$ cat src/rtl/uart_pkg.sv
// Shared constants and rx FSM state encoding for the UART receive buffer.
// Optional build macro: UART_PARITY_EN adds the PARITY state (even parity).
package uart_pkg;

    localparam int CLK_DIV_DEF    = 13;
    localparam int OVERSAMPLE_DEF = 16;
    localparam int DATA_BITS_DEF  = 8;
    localparam int DEPTH_DEF      = 512;

`ifdef UART_PARITY_EN
    typedef enum logic [2:0] {
        ST_IDLE, ST_START, ST_DATA, ST_PARITY, ST_STOP
    } rx_state_e;
`else
    typedef enum logic [2:0] {
        ST_IDLE, ST_START, ST_DATA, ST_STOP
    } rx_state_e;
`endif

endpackage

$ cat src/rtl/sync_fifo.sv
// Single-clock show-ahead FIFO; a push while full is accepted only when a
// valid pop happens in the same cycle, otherwise it is dropped and flagged.
module sync_fifo #(
    parameter int WIDTH = 8,
    parameter int DEPTH = 512
) (
    input  logic                   clk,
    input  logic                   reset,
    input  logic                   push_i,
    input  logic                   pop_i,
    input  logic [WIDTH-1:0]       wdata_i,
    output logic [WIDTH-1:0]       rdata_o,
    output logic                   empty_o,
    output logic                   full_o,
    output logic [$clog2(DEPTH):0] count_o,
    output logic                   drop_o
);
    localparam int AW = $clog2(DEPTH);

    logic [WIDTH-1:0] mem_q [DEPTH];
    logic [AW-1:0]    wr_ptr_q, rd_ptr_q;
    logic [AW:0]      cnt_q, cnt_d;
    logic             do_push, do_pop;

    assign empty_o = (cnt_q == '0);
    assign full_o  = cnt_q[AW];       // count never exceeds DEPTH
    assign count_o = cnt_q;
    assign rdata_o = mem_q[rd_ptr_q];

    assign do_pop  = pop_i & ~empty_o;
    assign do_push = push_i & (~full_o | do_pop);
    assign drop_o  = push_i & full_o & ~do_pop;

    // occupancy follows accepted pushes minus accepted pops
    always_comb begin
        cnt_d = cnt_q;
        case ({do_push, do_pop})
            2'b10:   cnt_d = cnt_q + 1'b1;
            2'b01:   cnt_d = cnt_q - 1'b1;
            default: cnt_d = cnt_q;
        endcase
    end

    // pointers and count; power-of-two depth makes wrap implicit
    always_ff @(posedge clk or posedge reset) begin
        if (reset) begin
            wr_ptr_q <= '0;
            rd_ptr_q <= '0;
            cnt_q    <= '0;
        end else begin
            if (do_push) wr_ptr_q <= wr_ptr_q + 1'b1;
            if (do_pop)  rd_ptr_q <= rd_ptr_q + 1'b1;
            cnt_q <= cnt_d;
        end
    end

    // storage is not reset; contents are don't-care while empty
    always_ff @(posedge clk) begin
        if (do_push) mem_q[wr_ptr_q] <= wdata_i;
    end

endmodule

$ cat src/rtl/uart_rx_buf.sv
// UART receiver (8N1-style, oversampled) feeding a show-ahead FIFO, with
// sticky overflow / framing / parity flags.
// Optional build macro: UART_PARITY_EN enables an even parity bit.
module uart_rx_buf
    import uart_pkg::*;
#(
    parameter int CLK_DIV    = CLK_DIV_DEF,
    parameter int OVERSAMPLE = OVERSAMPLE_DEF,
    parameter int DATA_BITS  = DATA_BITS_DEF,
    parameter int DEPTH      = DEPTH_DEF
) (
    input  logic                   clk,
    input  logic                   reset,
    input  logic                   rx,
    input  logic                   rd_en,
    input  logic                   err_clr,
    output logic [DATA_BITS-1:0]   rd_data,
    output logic                   empty,
    output logic                   full,
    output logic [$clog2(DEPTH):0] count,
    output logic                   overflow,
    output logic                   frame_err,
    output logic                   parity_err
);
    localparam int DW = $clog2(CLK_DIV + 1);
    localparam int OW = $clog2(OVERSAMPLE);
    localparam int BW = $clog2(DATA_BITS);

    logic                 sync1_q, sync2_q, rxd_q, rx_s, fall;
    logic [DW-1:0]        div_q, div_d;
    logic                 tick;
    rx_state_e            state_q, state_d;
    logic [OW-1:0]        os_q, os_d;
    logic [BW-1:0]        bit_q, bit_d;
    logic [DATA_BITS-1:0] shift_q, shift_d;
    logic                 os_mid, os_end, last_bit;
    logic                 os_clr, os_inc, bit_clr, shift_en, stop_chk;
    logic                 push_q, push_d;
    logic                 ferr_q, ferr_d, ovf_q, ovf_d;
    logic                 fifo_drop, push_ok;

    assign rx_s     = sync2_q;
    assign fall     = rxd_q & ~sync2_q;
    assign tick     = (div_q == DW'(CLK_DIV - 1));
    assign os_mid   = (os_q == OW'(OVERSAMPLE / 2 - 1));
    assign os_end   = (os_q == OW'(OVERSAMPLE - 1));
    assign last_bit = (bit_q == BW'(DATA_BITS - 1));

    // two-flop synchronizer plus one delayed copy for edge detection;
    // reset to idle level so reset itself never looks like a start edge
    always_ff @(posedge clk or posedge reset) begin
        if (reset) begin
            sync1_q <= 1'b1;
            sync2_q <= 1'b1;
            rxd_q   <= 1'b1;
        end else begin
            sync1_q <= rx;
            sync2_q <= sync1_q;
            rxd_q   <= sync2_q;
        end
    end

    // FSM state register
    always_ff @(posedge clk or posedge reset) begin
        if (reset) state_q <= ST_IDLE;
        else       state_q <= state_d;
    end

    // FSM next state: only leaving IDLE is not tick-qualified
    always_comb begin
        state_d = state_q;
        case (state_q)
            ST_IDLE:   if (fall) state_d = ST_START;
            ST_START:  if (tick && os_mid) state_d = rx_s ? ST_IDLE : ST_DATA;
`ifdef UART_PARITY_EN
            ST_DATA:   if (tick && os_end && last_bit) state_d = ST_PARITY;
            ST_PARITY: if (tick && os_end) state_d = ST_STOP;
`else
            ST_DATA:   if (tick && os_end && last_bit) state_d = ST_STOP;
`endif
            ST_STOP:   if (tick && os_end) state_d = ST_IDLE;
            default:   state_d = ST_IDLE;
        endcase
    end

`ifdef UART_PARITY_EN
    logic par_chk, par_bad_q, par_bad_d, perr_q, perr_d, par_miss;
    assign par_miss = par_chk & (rx_s != ^shift_q);
`endif

    // FSM outputs: counter control and sample strobes
    always_comb begin
        os_clr   = 1'b0;
        os_inc   = 1'b0;
        bit_clr  = 1'b0;
        shift_en = 1'b0;
        stop_chk = 1'b0;
`ifdef UART_PARITY_EN
        par_chk  = 1'b0;
`endif
        case (state_q)
            ST_IDLE: begin
                os_clr  = fall;
                bit_clr = 1'b1;
            end
            ST_START: if (tick) begin
                if (os_mid) os_clr = 1'b1;
                else        os_inc = 1'b1;
            end
            ST_DATA: if (tick) begin
                if (os_end) begin
                    os_clr   = 1'b1;
                    shift_en = 1'b1;
                end else begin
                    os_inc   = 1'b1;
                end
            end
`ifdef UART_PARITY_EN
            ST_PARITY: if (tick) begin
                if (os_end) begin
                    os_clr  = 1'b1;
                    par_chk = 1'b1;
                end else begin
                    os_inc  = 1'b1;
                end
            end
`endif
            ST_STOP: if (tick) begin
                if (os_end) stop_chk = 1'b1;
                else        os_inc   = 1'b1;
            end
            default: ;
        endcase
    end

    // datapath next state: divider, counters, shifter, push strobe, flags
    always_comb begin
        div_d   = tick ? '0 : div_q + DW'(1);
        os_d    = os_clr ? '0 : (os_inc ? os_q + OW'(1) : os_q);
        bit_d   = bit_clr ? '0 : (shift_en ? bit_q + BW'(1) : bit_q);
        shift_d = shift_en ? {rx_s, shift_q[DATA_BITS-1:1]} : shift_q;
        ferr_d  = (ferr_q & ~err_clr) | (stop_chk & ~rx_s);
        ovf_d   = (ovf_q & ~err_clr) | fifo_drop;
`ifdef UART_PARITY_EN
        push_d    = stop_chk & rx_s & ~par_bad_q;
        par_bad_d = bit_clr ? 1'b0 : (par_bad_q | par_miss);
        perr_d    = (perr_q & ~err_clr) | par_miss;
`else
        push_d    = stop_chk & rx_s;
`endif
    end

    // datapath registers
    always_ff @(posedge clk or posedge reset) begin
        if (reset) begin
            div_q   <= '0;
            os_q    <= '0;
            bit_q   <= '0;
            shift_q <= '0;
            push_q  <= 1'b0;
            ferr_q  <= 1'b0;
            ovf_q   <= 1'b0;
        end else begin
            div_q   <= div_d;
            os_q    <= os_d;
            bit_q   <= bit_d;
            shift_q <= shift_d;
            push_q  <= push_d;
            ferr_q  <= ferr_d;
            ovf_q   <= ovf_d;
        end
    end

`ifdef UART_PARITY_EN
    // parity verdict for the frame in flight and its sticky flag
    always_ff @(posedge clk or posedge reset) begin
        if (reset) begin
            par_bad_q <= 1'b0;
            perr_q    <= 1'b0;
        end else begin
            par_bad_q <= par_bad_d;
            perr_q    <= perr_d;
        end
    end
    assign parity_err = perr_q;
`else
    assign parity_err = 1'b0;
`endif

    assign frame_err = ferr_q;
    assign overflow  = ovf_q;
    assign push_ok   = push_q;

    // shift_q stays stable long after the stop sample, so it is written directly
    sync_fifo #(
        .WIDTH (DATA_BITS),
        .DEPTH (DEPTH)
    ) u_fifo (
        .clk     (clk),
        .reset   (reset),
        .push_i  (push_ok),
        .pop_i   (rd_en),
        .wdata_i (shift_q),
        .rdata_o (rd_data),
        .empty_o (empty),
        .full_o  (full),
        .count_o (count),
        .drop_o  (fifo_drop)
    );

endmodule

$ cat config.mk
export PLATFORM = sky130hd
export DESIGN_NAME = uart_rx_buf
export DESIGN_NICKNAME = d
export VERILOG_FILES = /design/src/rtl/uart_pkg.sv /design/src/rtl/sync_fifo.sv /design/src/rtl/uart_rx_buf.sv
export SDC_FILE = /design/constraint.sdc
export NUM_CORES = 2
export LEC_CHECK = 0
export CAP_MARGIN = 40
export CORE_ASPECT_RATIO = 0.6
export CORE_MARGIN = 2
export CORE_UTILIZATION = 55
export CTS_BUF_LIST = sky130_fd_sc_hd__clkbuf_16
export DETAILED_ROUTE_END_ITERATION = 10
export HOLD_SLACK_MARGIN = 0.02
export PLACE_DENSITY = 0.7
export SLEW_MARGIN = 25
export SYNTH_ARGS = -nofsm -noshare
export SYNTH_HDL_FRONTEND = slang
export SYNTH_SLANG_ARGS = --single-unit
$ cat constraint.sdc
create_clock -name clk -period 16.75 [get_ports clk]
set_clock_uncertainty 0.2 [all_clocks]
set_input_delay 4.1875 -clock clk [delete_from_list [all_inputs] [get_ports clk]]
set_output_delay 4.1875 -clock clk [all_outputs]
set_load 0.005 [all_outputs]
# Word-level counts from Yosys, hierarchy flattened
# Memory sizes are Yosys's and may differ from the RTL's.
# Cells that the tools add are included.
[classes]
eq_ne = 13
n_bitwise = 17
n_reduce_logical = 10
n_addsub = 7
n_mux = 27
[op_table]
columns = ["op", "n"]
rows = [
  ["one-hot mux 10 bit (2 select lines)", 1],
  ["adder 9 x 1 -> 9 bit (second input constant)", 2],
  ["2-to-1 mux 3 bit", 6],
  ["2-to-1 mux 1 bit", 13],
  ["2-to-1 mux 4 bit", 3],
  ["one-hot mux 3 bit (4 select lines)", 1],
  ["adder 10 x 1 -> 10 bit (second input constant)", 1],
  ["zero test 10 bit", 1],
  ["subtractor 10 x 1 -> 10 bit (second input constant)", 1],
  ["bitwise AND 1 bit", 9],
  ["adder 4 x 1 -> 4 bit (second input constant)", 2],
  ["equality test 4 bit (second input constant)", 2],
  ["!= test 2 bit (second input constant)", 4],
  ["equality test 3 x 2 -> 1 bit (second input constant)", 2],
  ["nonzero test 2 bit", 3],
  ["NOT 1 bit", 5],
  ["equality test 4 x 3 -> 1 bit (second input constant)", 1],
  ["AND reduction 4 bit", 1],
  ["adder 3 x 1 -> 3 bit (second input constant)", 1],
  ["equality test 3 x 1 -> 1 bit (second input constant)", 1],
  ["equality test 3 bit (second input constant)", 1],
  ["logical AND 1 bit", 3],
  ["zero test 3 bit", 1],
  ["bitwise OR 1 bit", 3],
  ["other kinds (6)", 6],
]
[word_totals]
n_memories = 1
inputBits = 5
out_inout_bits = 23
register_bits = 56
wordCells = 89
ram_bits = 4096
[mem_list]
columns = ["memory", "words", "word_bits", "read_ports", "rd_clocked_by_memory_dff", "wr", "line_no", "text"]
rows = [
  ["u_fifo.mem_q", 512, 8, 1, 0, 1, "sync_fifo.sv:20", "logic [WIDTH-1:0] mem_q [DEPTH];"],
]

# Depth between registers and ports, before layout
[depth]
depth_word = 7
ltp_mapped = 15
depth_no_buf = 14

# Hierarchy
# A second synthesis with hierarchy kept.
[unflattened]
cells_unflattened = 7723
hier_area_um2 = 161932.8
[by_module_without_submodules]
columns = ["mod", "seq_area_each_um2", "instances", "area_per_inst_um2", "cells_each"]
rows = [
  ["sync_fifo", 123698.6, 1, 160666.6, 7616],
  ["uart_rx_buf", 679.4, 1, 1266.2, 107],
]

# Worst setup path after synthesis
# No wires, ideal clock.
[synth_path]
path_type = "flip-flop to flip-flop"
startpoint = "register shift_q[1]"
endpoint = "memory u_fifo.mem_q[0][1], data pin"
setup_time_ns = 1.406
required_time_ns = 15.144
stages_incl_launch_ff = 1
path_slack_ns = 9.072
arrival_ns = 6.072
n_path_buf = 0
synth_period_minus_slack_ns = 7.678
path_cell_list = "dfrtp_1"
[synth_rtl]
columns = ["item", "line_no", "text"]
rows = [
  ["from (decl)", "uart_rx_buf.sv:35", "logic [DATA_BITS-1:0] shift_q, shift_d;"],
  ["from (signal assigned)", "uart_rx_buf.sv:167", "shift_q <= shift_d;"],
  ["to (decl)", "sync_fifo.sv:20", ""],
]
# No word-level cell before the write port.

# Final worst setup path
[layout_path]
startpoint = "register u_fifo.rd_ptr_q[1]"
endpoint = "output port rd_data[4]"
[layout_between]
elab_chain_len = 1
[layout_rtl]
columns = ["item", "line_no", "text"]
rows = [
  ["from (decl)", "sync_fifo.sv:21", "logic [AW-1:0] wr_ptr_q, rd_ptr_q;"],
  ["from (signal assigned)", "sync_fifo.sv:52", "if (do_pop) rd_ptr_q <= rd_ptr_q + 1'b1;"],
  ["memory read (512 x 8 bit)", "--", ""],
  ["to (decl)", "uart_rx_buf.sv:17", "output logic [DATA_BITS-1:0] rd_data,"],
]
# Every way passes these cells.

==> impl_metrics.yaml <==
pwr:
  p_int_mw: 17.5
  p_leak_nw: 67.9
  finalPower_mw: 24.5
  powerDensity_mw_per_mm2: 135
  sw_frac_of_total_pct: 28.6
  pwr-share-seq_pct: 46.3
  clockPowerShare_pct: 34.2
  switching_power_mw: 7.03
  combinationalPowerShare_pct: 19.5
  peakVddDrop_uv: 151
worst_setup_path:
  cp.buffers_inverters: 5
  critPathMaxStageDelay_ns: 0.79
  r2r-start: "u_fifo.count_o[9]"
  crit_path_start: "u_fifo.rd_ptr_q[1]"
  critPathMaxFanout: 52
  cp-end-kind: "output port"
  arrival_ns: 7.09
  crit_family: "buffers and inverters"
  required_ns: 12.36
  crit_type: "reg2out"
  path_cells: "buf_4, buf_4, buf_4, mux4_2, mux2i_1, a2111oi_0, a31oi_1, a221oi_1, a211oi_1, buf_2, a21oi_1, clkdlybuf4s50_1"
  cpMaxStageDelayCell: "buf_4"
  ff2ff_setup_slack_ns: 12.34
  r2r_end: "u_fifo.mem_q[482][3]"
  reg2reg_depth: 8
  start_kind: "register"
  cp_common_cell: "buf_4"
clocking:
  cts.sink_count: 4151
  htreeDepth: 5
  cts_buffers: 363
  path_clk_slew_ns: 0.06
  cts.repair.resized: 0
  postCtsHoldBufs: 0
  worstSkewPairLatency_ns: 0.92
  postCtsSetupBuffers: 0
  cts_root_buf: "clkbuf_16"
  cts_tree: "yes"
  clockBufferDepth: 4
yosys:
  synth.area.mux_share_pct: 16.6
  syn_area_per_cell_um2: 21.7
  synth-xor-area-share_pct: 0.141
  synth_fa_ha_area_share_pct: 0.160
  synthDistinctLibCells: 76
  synth_cells: 7437
  synth_top_family_by_area: "multiplexers"
  synthTopCellsByCount: "edfxtp_1 (4096), mux4_2 (1040), nor2_1 (556)"
  synth_compound_area_share_pct: 2.25
  synth_top_cell_by_area: "edfxtp_1"
  synth-simple-area-share_pct: 2.19
  synthArstFlopShare_pct: 1.32
  ys_seq_elements: 4151
  netlist_area_mm2: 0.162
  synth_edf_count: 4096
  synthFlopType: "edfxtp_1"
  synth_most_common_cell: "edfxtp_1"
  synth_seq_area_share_pct: 77.0
  yosys_warnings: 0
  syn_nets: 7462
  synthTopCellsByArea: "edfxtp_1 (76%), mux4_2 (14%), mux2i_1 (1.8%)"
  synth_top_area_share_pct: 76.1
global_route:
  grt_max_degree: 201
  antenna_found_initial: 19
  grt_pass1_wl_mm: 609
  grt-ovfl-total: 0
  grt_usage_pct: 29.2
  grt_pass1_vias: 77565
detailed_routing:
  drtPass1Iterations: 6
  wl_mm: 438
  drc_errors: 0
  drt_iter0_drc: 15601
  routedWlPerCell_um: 36.2
  vias: 82767
  postRouteAntennaNets: 0
  vias_per_cell: 6.83
placement:
  dp_hpwl_mm: 263
  place.gp.congestion: 0.889
  io_buffer_count: 26
timing:
  whs_ns: 0.157
  fmax_mhz: 87.1
  finalSetupViolCount: 0
  fin_crit_ns: 11.48
  worst_pin_slew_ns: 1.11
  finalSetupTns_ns: 0
  rsz0062_at_grt: "false"
  finalHoldViolCount: 0
  slew_headroom_pct: 25.7
  finalMaxSlewViolations: 0
  fin_crit_sh_pct: 68.5
cells_and_area:
  area_delta_synth_final_pct: 12.1
  layout-drive-gt1-share_pct: 26.7
  design.final.nets: 7940
hold_path:
  min_from: "sync1_q"
  worstHoldEndpoint: "rx_s"
  holdPathStages: 0
  min-delay-path-class: "reg2reg"
die:
  die_area_mm2: 0.298
  rows: 154
  start_util_pct: 55.2
  ios: 28
  coreArea_mm2: 0.293
  fp.dieH_um: 424
  die_w_um: 704
outcome:
  status: "finished, final reports clean"
run:
  cap_viol_max_count: 0
## kinds of logic after synthesis
logic type / count (synthesis)
AOI/OAI and AO/OA: 533
xor gates and xnor gates: 26
adders and majority gates: 20
buffers and inverters: 484
DFF: 4151
muxes: 1358
other: 1
and+or+nand+nor: 864
## power groups by stage
stage               logic [mW]  clock network (mW)  registers [mW]
floorplan                 3.17                   0            11.5
global placement          4.63                   0            11.6
detailed placement        4.68                   0            11.6
CTS                       4.69                8.44            11.4
global route              4.91                8.83            11.4
finish                    4.77                8.39            11.4
## metrics by stage
step           instances  utilization [%]  setup slack [ns]  cell area (um^2)
6_report           12118             61.8              5.27            181000
5_1_grt            12110             61.8              4.91            181000
4_1_cts            11872             61.1              5.01            179000
3_5_place_dp       11212             57.1              5.99            167000
3_3_place_gp       11083             56.7              5.45            166000
2_1_floorplan       7437                -              9.07            162000
## worst reg2reg max path, stage by stage (launching register included)
cell and delay, ns:
dfrtp_1 0.46, nand2b_1 0.16, and2_1 0.40, inv_1 0.24, nor3_2 0.58, nand2_4 0.68, buf_4 0.52, nor2_1 0.58
buf_4 0.29
## area by class of cell
cell class | count | area (um^2)
Multi-Input combinational cell | 2802 | 34700
Fill cell | 19478 | 112000
Sequential cell | 4151 | 124000
Antenna cell | 8 | 20.0
Clock inverter | 291 | 2440
Clock buffer | 369 | 9230
Timing Repair Buffer | 572 | 5290
Tap cell | 3900 | 4880
Inverter | 25 | 103
## how the worst max path moves through the flow
stage | depth (start not counted) | endpoint | slack (ns)
floorplan | 0 | u_fifo.mem_q[0][1] | 9.07
global placement | 12 | rd_data[4] | 5.45
detailed placement | 13 | rd_data[4] | 5.99
CTS | 13 | rd_data[4] | 5.01
global route | 14 | rd_data[4] | 4.91
finish | 12 | rd_data[4] | 5.27
## cells in the final DEF (no fill, tap or decap), drive strengths merged, types with 13 or more instances in the layout
cell           instances
nor2                 556
a31oi                 31
mux4                1050
bufinv                39
nor3                  17
clkbuf               416
ha                    19
a211oi                46
o21ai                 88
mux2                  18
o221ai                48
a221oi                32
mux2i                290
clkinvlp              15
clkdlybuf4s50         26
o211ai                18
a311oi                13
buf                  499
edfxtp              4096
clkinv               160
nand2                177
xnor2                 19
a22oi                 51
dfrtp                 52
nor2b                 33
o22ai                 37
a21oi                107
inv                  102
nand3                 27
## state kept, by name, indices dropped and copies added (netlist names)
signal           count
state_q              2
overflow             1
shift_q              8
div_q                4
push_ok              1
u_fifo.rd_ptr_q      9
u_fifo.wr_ptr_q      9
rxd_q                1
u_fifo.mem_q      4096
rx_s                 1
frame_err            1
bit_q                3
os_q                 4
sync1_q              1
u_fifo.count_o      10
## metal layers
metal,global-route usage (%),wire length (um),vias to the layer above
li1,-,-,32089
met1,45.1,169000,43524
met2,39.6,185000,6428
met3,10.6,71200,718
met4,7.74,13200,8
met5,0,57,-
Note: power is estimated with default switching activity, not from simulation.
